==> config.mk <==
export PLATFORM = sky130hd
export DESIGN_NAME = cache_req_ctrl
export DESIGN_NICKNAME = d
export VERILOG_FILES = /design/src/rtl/cache_req_ctrl.sv
export SDC_FILE = /design/constraint.sdc
export NUM_CORES = 1
export LEC_CHECK = 0
export CORE_AREA = 2 2 135 137
export DETAILED_ROUTE_END_ITERATION = 16
export DIE_AREA = 0 0 137 139
export DONT_BUFFER_PORTS = 1
export PLACE_DENSITY = 0.46
export SYNTH_ARGS = -nofsm -noshare
export SYNTH_HDL_FRONTEND = slang
export SYNTH_SLANG_ARGS = --single-unit
==> constraint.sdc <==
create_clock -name clock -period 5.18 [get_ports clock]
set_input_delay 0.518 -clock clock [delete_from_list [all_inputs] [get_ports clock]]
set_output_delay 0.518 -clock clock [all_outputs]
set_load 0.03 [all_outputs]
==> src/rtl/cache_req_ctrl.sv <==
// Two-port (load / ifetch) request sequencer for a direct-mapped cache plus a single tagged memory port.
// Latency: hit response two cycles after req_ack; a miss adds the memory request and tagged-return time.
// Backpressure: one transaction in flight; other requests stay pending (no ack) until the FSM is back in IDLE.
module cache_req_ctrl #(
   parameter int ADDR_BITS    = 16,
   parameter int SET_BITS     = 3,
   parameter int TAG_BITS     = 10,
   parameter int MEM_TAG_BITS = 4
) (
   input  logic                    clock,
   input  logic                    reset,
   input  logic [1:0]              req_valid,
   input  logic [ADDR_BITS-1:0]    req_addr0,
   input  logic [ADDR_BITS-1:0]    req_addr1,
   output logic [1:0]              req_ack,
   output logic [1:0]              resp_valid,
   output logic [63:0]             resp_data,
   output logic                    busy,
   output logic [SET_BITS-1:0]     cache_rd_idx,
   output logic [TAG_BITS-1:0]     cache_rd_tag,
   input  logic [63:0]             cache_rd_data,
   input  logic                    cache_rd_valid,
   output logic                    cache_wr_en,
   output logic [SET_BITS-1:0]     cache_wr_idx,
   output logic [TAG_BITS-1:0]     cache_wr_tag,
   output logic [63:0]             cache_wr_data,
   output logic [1:0]              proc2mem_command,
   output logic [ADDR_BITS-1:0]    proc2mem_addr,
   input  logic [MEM_TAG_BITS-1:0] mem2proc_response,
   input  logic [63:0]             mem2proc_data,
   input  logic [MEM_TAG_BITS-1:0] mem2proc_tag
);

   typedef enum logic [1:0] {IDLE, LOOKUP, MEM_REQ, MEM_WAIT} state_t;

   localparam logic [1:0] CMD_NONE = 2'd0;
   localparam logic [1:0] CMD_LOAD = 2'd1;

   state_t                  state;
   logic [SET_BITS-1:0]     idx_q;
   logic [TAG_BITS-1:0]     tag_q;
   logic                    grant_q;
   logic                    last_grant;
   logic [MEM_TAG_BITS-1:0] mem_tag;

   logic                    grant;
   logic                    req_go;
   logic                    fill_hit;
   logic [ADDR_BITS-1:0]    sel_addr;
   logic                    unused_offset;

   // Line offset bits never affect a line-granular access.
   assign unused_offset = ^{req_addr0[2:0], req_addr1[2:0]};

   // Round-robin pick: on a tie the port that did not win last time goes next.
   always_comb begin
      grant = 1'b0;
      if (req_valid == 2'b11)
         grant = ~last_grant;
      else if (req_valid[1])
         grant = 1'b1;
   end

   // Acceptance is only possible in IDLE and never while reset is being applied.
   assign req_go   = (state == IDLE) && reset && (req_valid != 2'b00);
   assign req_ack  = req_go ? (grant ? 2'b10 : 2'b01) : 2'b00;
   assign sel_addr = grant ? req_addr1 : req_addr0;
   assign busy     = (state != IDLE);

   // A fill happens only for the tag we are actually waiting on; tag 0 means nothing outstanding.
   assign fill_hit = (state == MEM_WAIT) && reset && (mem_tag != '0) && (mem2proc_tag == mem_tag);

   assign cache_rd_idx     = idx_q;
   assign cache_rd_tag     = tag_q;
   assign cache_wr_en      = fill_hit;
   assign cache_wr_idx     = idx_q;
   assign cache_wr_tag     = tag_q;
   assign cache_wr_data    = mem2proc_data;
   assign proc2mem_command = (state == MEM_REQ) ? CMD_LOAD : CMD_NONE;
   assign proc2mem_addr    = {tag_q, idx_q, 3'b000};

   // Transaction sequencer: arbitrate, look up, fetch on miss, fill and respond.
   always_ff @(posedge clock) begin
      if (!reset) begin
         state      <= IDLE;
         idx_q      <= '0;
         tag_q      <= '0;
         grant_q    <= 1'b0;
         last_grant <= 1'b1;
         mem_tag    <= '0;
         resp_valid <= 2'b00;
         resp_data  <= 64'd0;
      end else begin
         resp_valid <= 2'b00;
         case (state)
            IDLE: begin
               if (req_go) begin
                  grant_q    <= grant;
                  last_grant <= grant;
                  idx_q      <= sel_addr[SET_BITS+2:3];
                  tag_q      <= sel_addr[ADDR_BITS-1:SET_BITS+3];
                  state      <= LOOKUP;
               end
            end
            LOOKUP: begin
               if (cache_rd_valid) begin
                  resp_data  <= cache_rd_data;
                  resp_valid <= {grant_q, ~grant_q};
                  state      <= IDLE;
               end else begin
                  state <= MEM_REQ;
               end
            end
            MEM_REQ: begin
               if (mem2proc_response != '0) begin
                  mem_tag <= mem2proc_response;
                  state   <= MEM_WAIT;
               end
            end
            MEM_WAIT: begin
               if (fill_hit) begin
                  resp_data  <= mem2proc_data;
                  resp_valid <= {grant_q, ~grant_q};
                  mem_tag    <= '0;
                  state      <= IDLE;
               end
            end
            default: state <= IDLE;
         endcase
      end
   end

endmodule
## After elaboration in Yosys (flattened, before gate mapping)

Index checks and enable logic that the tools add are counted.
Widths: inputs -> output; s select.

- Reductions and logical operators: 16
- Muxes and demuxes: 20
- Bitwise gates (word level): 2
- Equal/unequal tests: 9

Operators by type and width:

| operator | count |
|---|---|
| $mux 64 | 2 |
| $pmux 64 s2 | 1 |
| $mux 16 | 1 |
| $mux 2 | 8 |
| $reduce_and 3->1 | 3 |
| $mux 4 | 2 |
| $pmux 2 s4 | 1 |
| $pmux 4 s2 | 1 |
| $reduce_bool 2->1 | 4 |
| $reduce_bool 4->1 | 2 |
| $eq 2x2->1 const B | 3 |
| $ne 2x2->1 const B | 3 |
| $logic_and 1x1->1 | 5 |
| $eq 4x4->1 | 1 |
| $pmux 2 s2 | 1 |
| $mux 1 | 3 |
| $eq 2x1->1 const B | 1 |
| $logic_not 2->1 | 1 |
| $ne 2x1->1 const B | 1 |
| $not 1->1 | 2 |
| $reduce_and 2->1 | 1 |

- Input port bits: 173
- Bits in registers: 87
- Logic and storage cells: 55
- Output and inout bits: 178

## Depth between registers and ports, before layout

Gate-level depths: netlist of the first run.

- Depth in word-level cells: 6
- Mapped depth: 7
- Depth with buffers taken out: 5

## Worst setup path before layout of the first run

Ideal clock, no wire load.

- Kind: flip-flop to output port
- Start point: reg with a tool-made name
- End point: out req_ack[0]
- Slack: 3.018 ns
- Stages on the path, launching flop included: 6
- Path buffers: 2
- Data required time: 4.662 ns
- Arrival: 1.644 ns
- Cells stage by stage: dfxtp_1 > clkbuf_1 > nor2_1 > inv_1 > a2111oi_2 > buf_2

RTL lines:

| item | line | RTL |
|---|---|---|
| end: declaration | 15 | `output logic [1:0] req_ack,` |

==> impl_metrics.ini, run 1 <==
[outcome]
run_status = finished, final reports clean

[clock_tree]
clockBufferDepth = 2
cts_buffers = 9
clock-sinks = 87
clock-root-buffer = clkbuf_16
tritoncts = done
clock_insertion_delay_worst_skew_ns = 0.34
cts_resized = 0
postCtsSetupRepairBufs = 0
cts_hold_buffers = 0
ctsHtreeMaxLevel = 3
path_clk_slew_ns = 0.07

[global_route]
grt_max_degree = 74
first_pass_grt_wire_length_um = 19170
overflow = 0
via_count_of_the_first_global_routing_pass = 3313
globalRouteTotalUtil_pct = 13.33
grt_antenna_before_repair = 0

[critical_path]
cpMaxStageDelayCell = a21o_2
worst_path_largest_cell_delay_ns = 0.92
worst_path_most_repeated_cell = buf_4
setup.worst_path.end_class = flop
critical_path_required_ns = 5.46
crit_fanout = 58
critPathLaunchType = flop
cp_cell_sequence = buf_4, and3_1, and3_4, a21o_2, buf_4, o221a_1
critPathKind = flop to flop
cp_data_arrival_time_ns = 3.76

[synthesis]
synth.yosys.seq_area_share_pct = 36.37
synthesis.area_per_instance_um2 = 9.713
yosys.cell_count.top_type = buf_4
yosysWarningCount = 0
post-synth-top-area-cell = dfxtp_1
ys_types = 34
synth_edf_count = 0
synthesis.area_mm2 = 0.004788
ys_top_cells_by_area = dfxtp_1, buf_4, o221a_1, mux2i_1, nand2_1
synthCells = 493
synth_cell_count_leaders = buf_4, dfxtp_1, nand2_1, mux2i_1, o221a_1
synth_flop_cell = dfxtp_1
yosys_register_bits = 87
synth_top_area_share_pct = 36.37
async_reset_ff_share_pct = 0

[sta]
finalCriticalPeriod_ns = 3.482
clock.fmax_mhz = 287.2
finalMaxSlewViolations = 0
min_period_over_period_pct = 67.21
slew_hr_pct = 15.34
setup_ws_ns = 1.698
skew_ns = 0.006331
timing_hold_violations_final = 0
finalSetupViolCount = 0
transition_time_at_the_pin_with_the_least_slew_margin_ns = 1.270
timing.setup.tns_ns = 0
unrepaired_setup_endpoints_after_global_routing = no

[drt]
detail_route.vias_per_cell = 5.286
drt_iter0_drc = 163
routedWlPerCell_um = 21.71
wirelength_um = 13200
dr_total_vias = 3214
route.detailed.drc = 0
postRouteAntennaNets = 0
drt-pass1-iter-count = 6

[placement]
numPortBuffers = 0
gp_congestion = 0.7306
dp_hpwl_um = 9444
placedInstanceArea_mm2 = 0.004217
dp_slack_ns = 1.717
dp_cells = 593

[cells_and_area]
design.final.nets = 548
area_delta_synth_final_pct = -6.062
fillerInstances = 1860
layout-drive-gt1-share_pct = 7.124
finalInstanceArea_mm2 = 0.004498
stdcell_count = 608
count_of_inserted_antenna_diode_cells = 0

[pwr]
power-per-cell-area_mw_per_mm2 = 391.5
vdd_drop_max_uv = 139.6
static_leakage_nw = 1.480

[hold_path]
hold_start = mem2proc_response[3]
min_path_type = primary input to flop

[floorplanning]
die_width_um = 137
io-pin-count = 351
core_mm2 = 0.01766
dieArea_mm2 = 0.01904
placement_rows = 49
initial_core_util_pct = 27.12
die-height_um = 139

[flow_run]
maxCapViolations = 0
## area by class of cell
class / count / area (um^2) / share of cell area, %
inverters: 7 / 26.28 / 0.5841
clock inverters: 3 / 45.04 / 1.001
clock buffers: 12 / 236.5 / 5.257
well taps: 229 / 286.5 / 6.370
flip-flops and latches: 87 / 1747 / 38.83
multi-input cells: 266 / 2127 / 47.29
repair buffers: 4 / 30.03 / 0.6676
## cell usage in the layout (no fill, tap or decap), types with 4 or more instances in the layout
master / count
nor2_1: 16
buf_4: 4
o221a_1: 60
a32oi_1: 4
inv_1: 7
mux2i_1: 64
clkbuf_16: 9
dfxtp_1: 85
conb_1: 4
o221a_2: 4
nand2_1: 69
a222oi_1: 13
o21ai_0: 6
## logic make-up (layout without fill, tap and decap cells)
group | Yosys count | count (layout) | share of synthesized area (%)
buf+inv | 143 | 26 | 19.96
compound gates | 98 | 98 | 21.22
simple gates | 96 | 96 | 8.257
flops | 87 | 87 | 36.37
mux | 64 | 64 | 13.38
xor+xnor | 4 | 4 | 0.7318
other cells | 1 | 4 | 0.07832
## stage by stage
stage                     util, %  power (mW)  hold slack, ns
final                       25.47       1.761          0.3082
after detailed placement    23.88       1.139          0.4162
after global routing        25.47       1.859          0.2933
after floorplan                 -       1.208          0.4013
after CTS                   25.47       1.798          0.2855
after global placement      23.88       1.131          0.4209
## sequential cells by signal, indices dropped and copies added (netlist names), named ones only
register,count
resp_data,64
cache_rd_tag,10
mem_tag,4
cache_rd_idx,3
resp_valid,2
grant_q,1
last_grant,1
state,1
## layer usage
metal  vias up  wire length (um)  GRT usage, %
met5         -                 0             0
met4         0               108         3.473
met3         9              1072         5.007
met2       208              7184         25.27
met1      1529              4832         13.42
li1       1468                 -             -
## worst paths after layout
| kind | end | slack (ns) | cells past startpoint |
|---|---|---|---|
| worst min-delay path | mem_tag[3]$_SDFFE_PN0P_ | 0.31 | 2 |
| worst min register to register | resp_valid[0]$_SDFF_PN0_ | 0.43 | 1 |
| worst max-delay path | resp_data[9]$_SDFFE_PN0P_ | 1.70 | 6 |
| worst max register to register | resp_data[9]$_SDFFE_PN0P_ | 1.70 | 6 |
## power breakdown
group	total, mW	leakage (nW)	internal, mW	switching (mW)
sequential	0.903	0.713	0.722	0.182
combinational	0.215	0.639	0.0946	0.120
clock	0.643	0.129	0.372	0.271
## worst max-delay path, delay by kind of cell (launching register included)
| kind | cells | cell delay [ns] |
|---|---|---|
| buffers and inverters | 2 | 0.94 |
| flip-flops | 1 | 0.66 |
| AND/OR/NAND/NOR | 2 | 0.58 |
| AO/OA/AOI/OAI | 2 | 1.11 |
(Power assumes the default switching activity.)
==> inputs of run 2 (changes only) <==
==> constraint.sdc (replaced) <==
create_clock -name clock -period 3.25 [get_ports clock]
set_input_delay 0.325 -clock clock [delete_from_list [all_inputs] [get_ports clock]]
set_output_delay 0.325 -clock clock [all_outputs]
set_load 0.03 [all_outputs]
==> run 2 against run 1 <==
Utilization grew 0.40 points. Flip-flop and latch count did not move. Register-to-register slack got worse by 1.0 ns. Die area is the same. Non-clock buffer count grew 4. Global-route usage barely moved. Critical endpoint is now req_ack[0].
==> impl_metrics.ini, run 2 (same netlist as run 1, synthesis figures left out) <==
[outcome]
run_status = finished, final reports clean

[sta]
finalMaxSlewViolations = 0
min_period_over_period_pct = 82.78
timing_hold_violations_final = 0
transition_time_at_the_pin_with_the_least_slew_margin_ns = 1.043
clock.fmax_mhz = 371.7
hold-worst-slack_ns = 0.1084
finalSetupViolCount = 0
finalCriticalPeriod_ns = 2.690
unrepaired_setup_endpoints_after_global_routing = no
slew_hr_pct = 30.18
skew_ns = 0.008244
timing.setup.tns_ns = 0
setup_ws_ns = 0.5597

[cells_and_area]
fillerInstances = 1881
top_register = resp_data
layout-drive-gt1-share_pct = 9.115
finalInstanceArea_mm2 = 0.004568
stdcell_count = 613
design.final.nets = 552
final_cell_mix = dfxtp_1, nand2_1, mux2i_1
postLayoutCoreUtil_pct = 25.87
count_of_inserted_antenna_diode_cells = 0
largest_reg_flops = 64
most_common_cell_after_layout_fill_and_taps_aside = dfxtp_1
area_delta_synth_final_pct = -4.599

[clock_tree]
path_clk_slew_ns = 0.07
cts_resized = 0
tritoncts = done
clock_insertion_delay_worst_skew_ns = 0.34
clock-root-buffer = clkbuf_16
clock-sinks = 87
cts_buffers = 9
cts_hold_buffers = 0
clockBufferDepth = 2
ctsHtreeMaxLevel = 3
postCtsSetupRepairBufs = 0

[critical_path]
cp_data_arrival_time_ns = 2.37
critPathLaunchType = flop
crit_fanout = 31
worst_path_largest_cell_delay_ns = 0.66
number_of_buffers_and_inverters_on_the_critical_path = 2
setup.worst_path.end_class = output port
critical_path_required_ns = 2.92
critical_path.top_delay_family = compound AO/OA/AOI/OAI gates
regToRegSetupSlack_ns = 0.69
critPathKind = flop to output port
cp_cell_sequence = nor2_1, inv_1, a2111oi_4, buf_4
cpMaxStageDelayCell = a2111oi_4

[placement]
placedInstanceArea_mm2 = 0.004259
numPortBuffers = 0
dp_hpwl_um = 9620
dp_slack_ns = 0.6774
dp_cells = 597
gp_congestion = 0.7404

[drt]
routedWlPerCell_um = 21.50
route.detailed.drc = 0
detail_route.vias_per_cell = 5.333
postRouteAntennaNets = 0
wirelength_um = 13180
drt_iter0_drc = 169
drt-pass1-iter-count = 4
dr_total_vias = 3269

[pwr]
power-per-cell-area_mw_per_mm2 = 628.8
clkPwrFrac_pct = 37.7
total_power_mw = 2.873
power_report.internal_total_mw = 1.944
sequentialPowerShare_pct = 49.8
comb_power_share_pct = 12.5
static_leakage_nw = 1.526
power.switching_uw = 928.5
vdd_drop_max_uv = 228.0
p_sw_share_pct = 32.32

[floorplanning]
core_mm2 = 0.01766
dieArea_mm2 = 0.01904
initial_core_util_pct = 27.12
placement_rows = 49
io-pin-count = 351
die-height_um = 139
die_width_um = 137

[global_route]
first_pass_grt_wire_length_um = 19170
via_count_of_the_first_global_routing_pass = 3264
grt_max_degree = 74
grt_antenna_before_repair = 0
overflow = 0
globalRouteTotalUtil_pct = 13.36

[flow_run]
maxCapViolations = 0

[hold_path]
min_path_type = primary input to flop
## run 2: path summary, 6_finish.rpt
path / startpoint / end / cells after the start
worst max-delay path: state[0]$_SDFFE_PN0P_ / req_ack[0] / 4
worst min-delay path: mem2proc_response[3] / mem_tag[3]$_SDFFE_PN0P_ / 2
worst max register to register: state[0]$_SDFFE_PN0P_ / resp_data[42]$_SDFFE_PN0P_ / 5
worst min register to register: grant_q$_SDFFE_PN0P_ / resp_valid[0]$_SDFF_PN0_ / 1
## run 2: layout make-up
type / count / area [um^2] / share of cell area (%)
sequential: 87 / 1747 / 38.24
inverter: 7 / 26.28 / 0.5752
multi-input combinational: 266 / 2127 / 46.56
timing repair buffer: 8 / 72.57 / 1.589
clock inverter: 5 / 56.30 / 1.233
clock buffer: 11 / 252.7 / 5.533
tap: 229 / 286.5 / 6.272
## run 2: per-layer routing
layer | vias to the layer above | GRT usage, % | routed length [um]
li1 | 1483 | - | -
met1 | 1549 | 13.29 | 4689
met2 | 212 | 25.37 | 7131
met3 | 25 | 3.509 | 1001
met4 | 0 | 6.023 | 355
met5 | - | 0 | 0
## run 2: power by group through the flow
stage	Sequential, mW	Combinational [mW]	Clock [mW]
2_1_floorplan	1.37	0.560	0
3_3_place_gp	1.45	0.354	0
3_5_place_dp	1.45	0.368	0
4_1_cts	1.43	0.368	1.13
5_1_grt	1.44	0.401	1.17
6_report	1.43	0.359	1.08
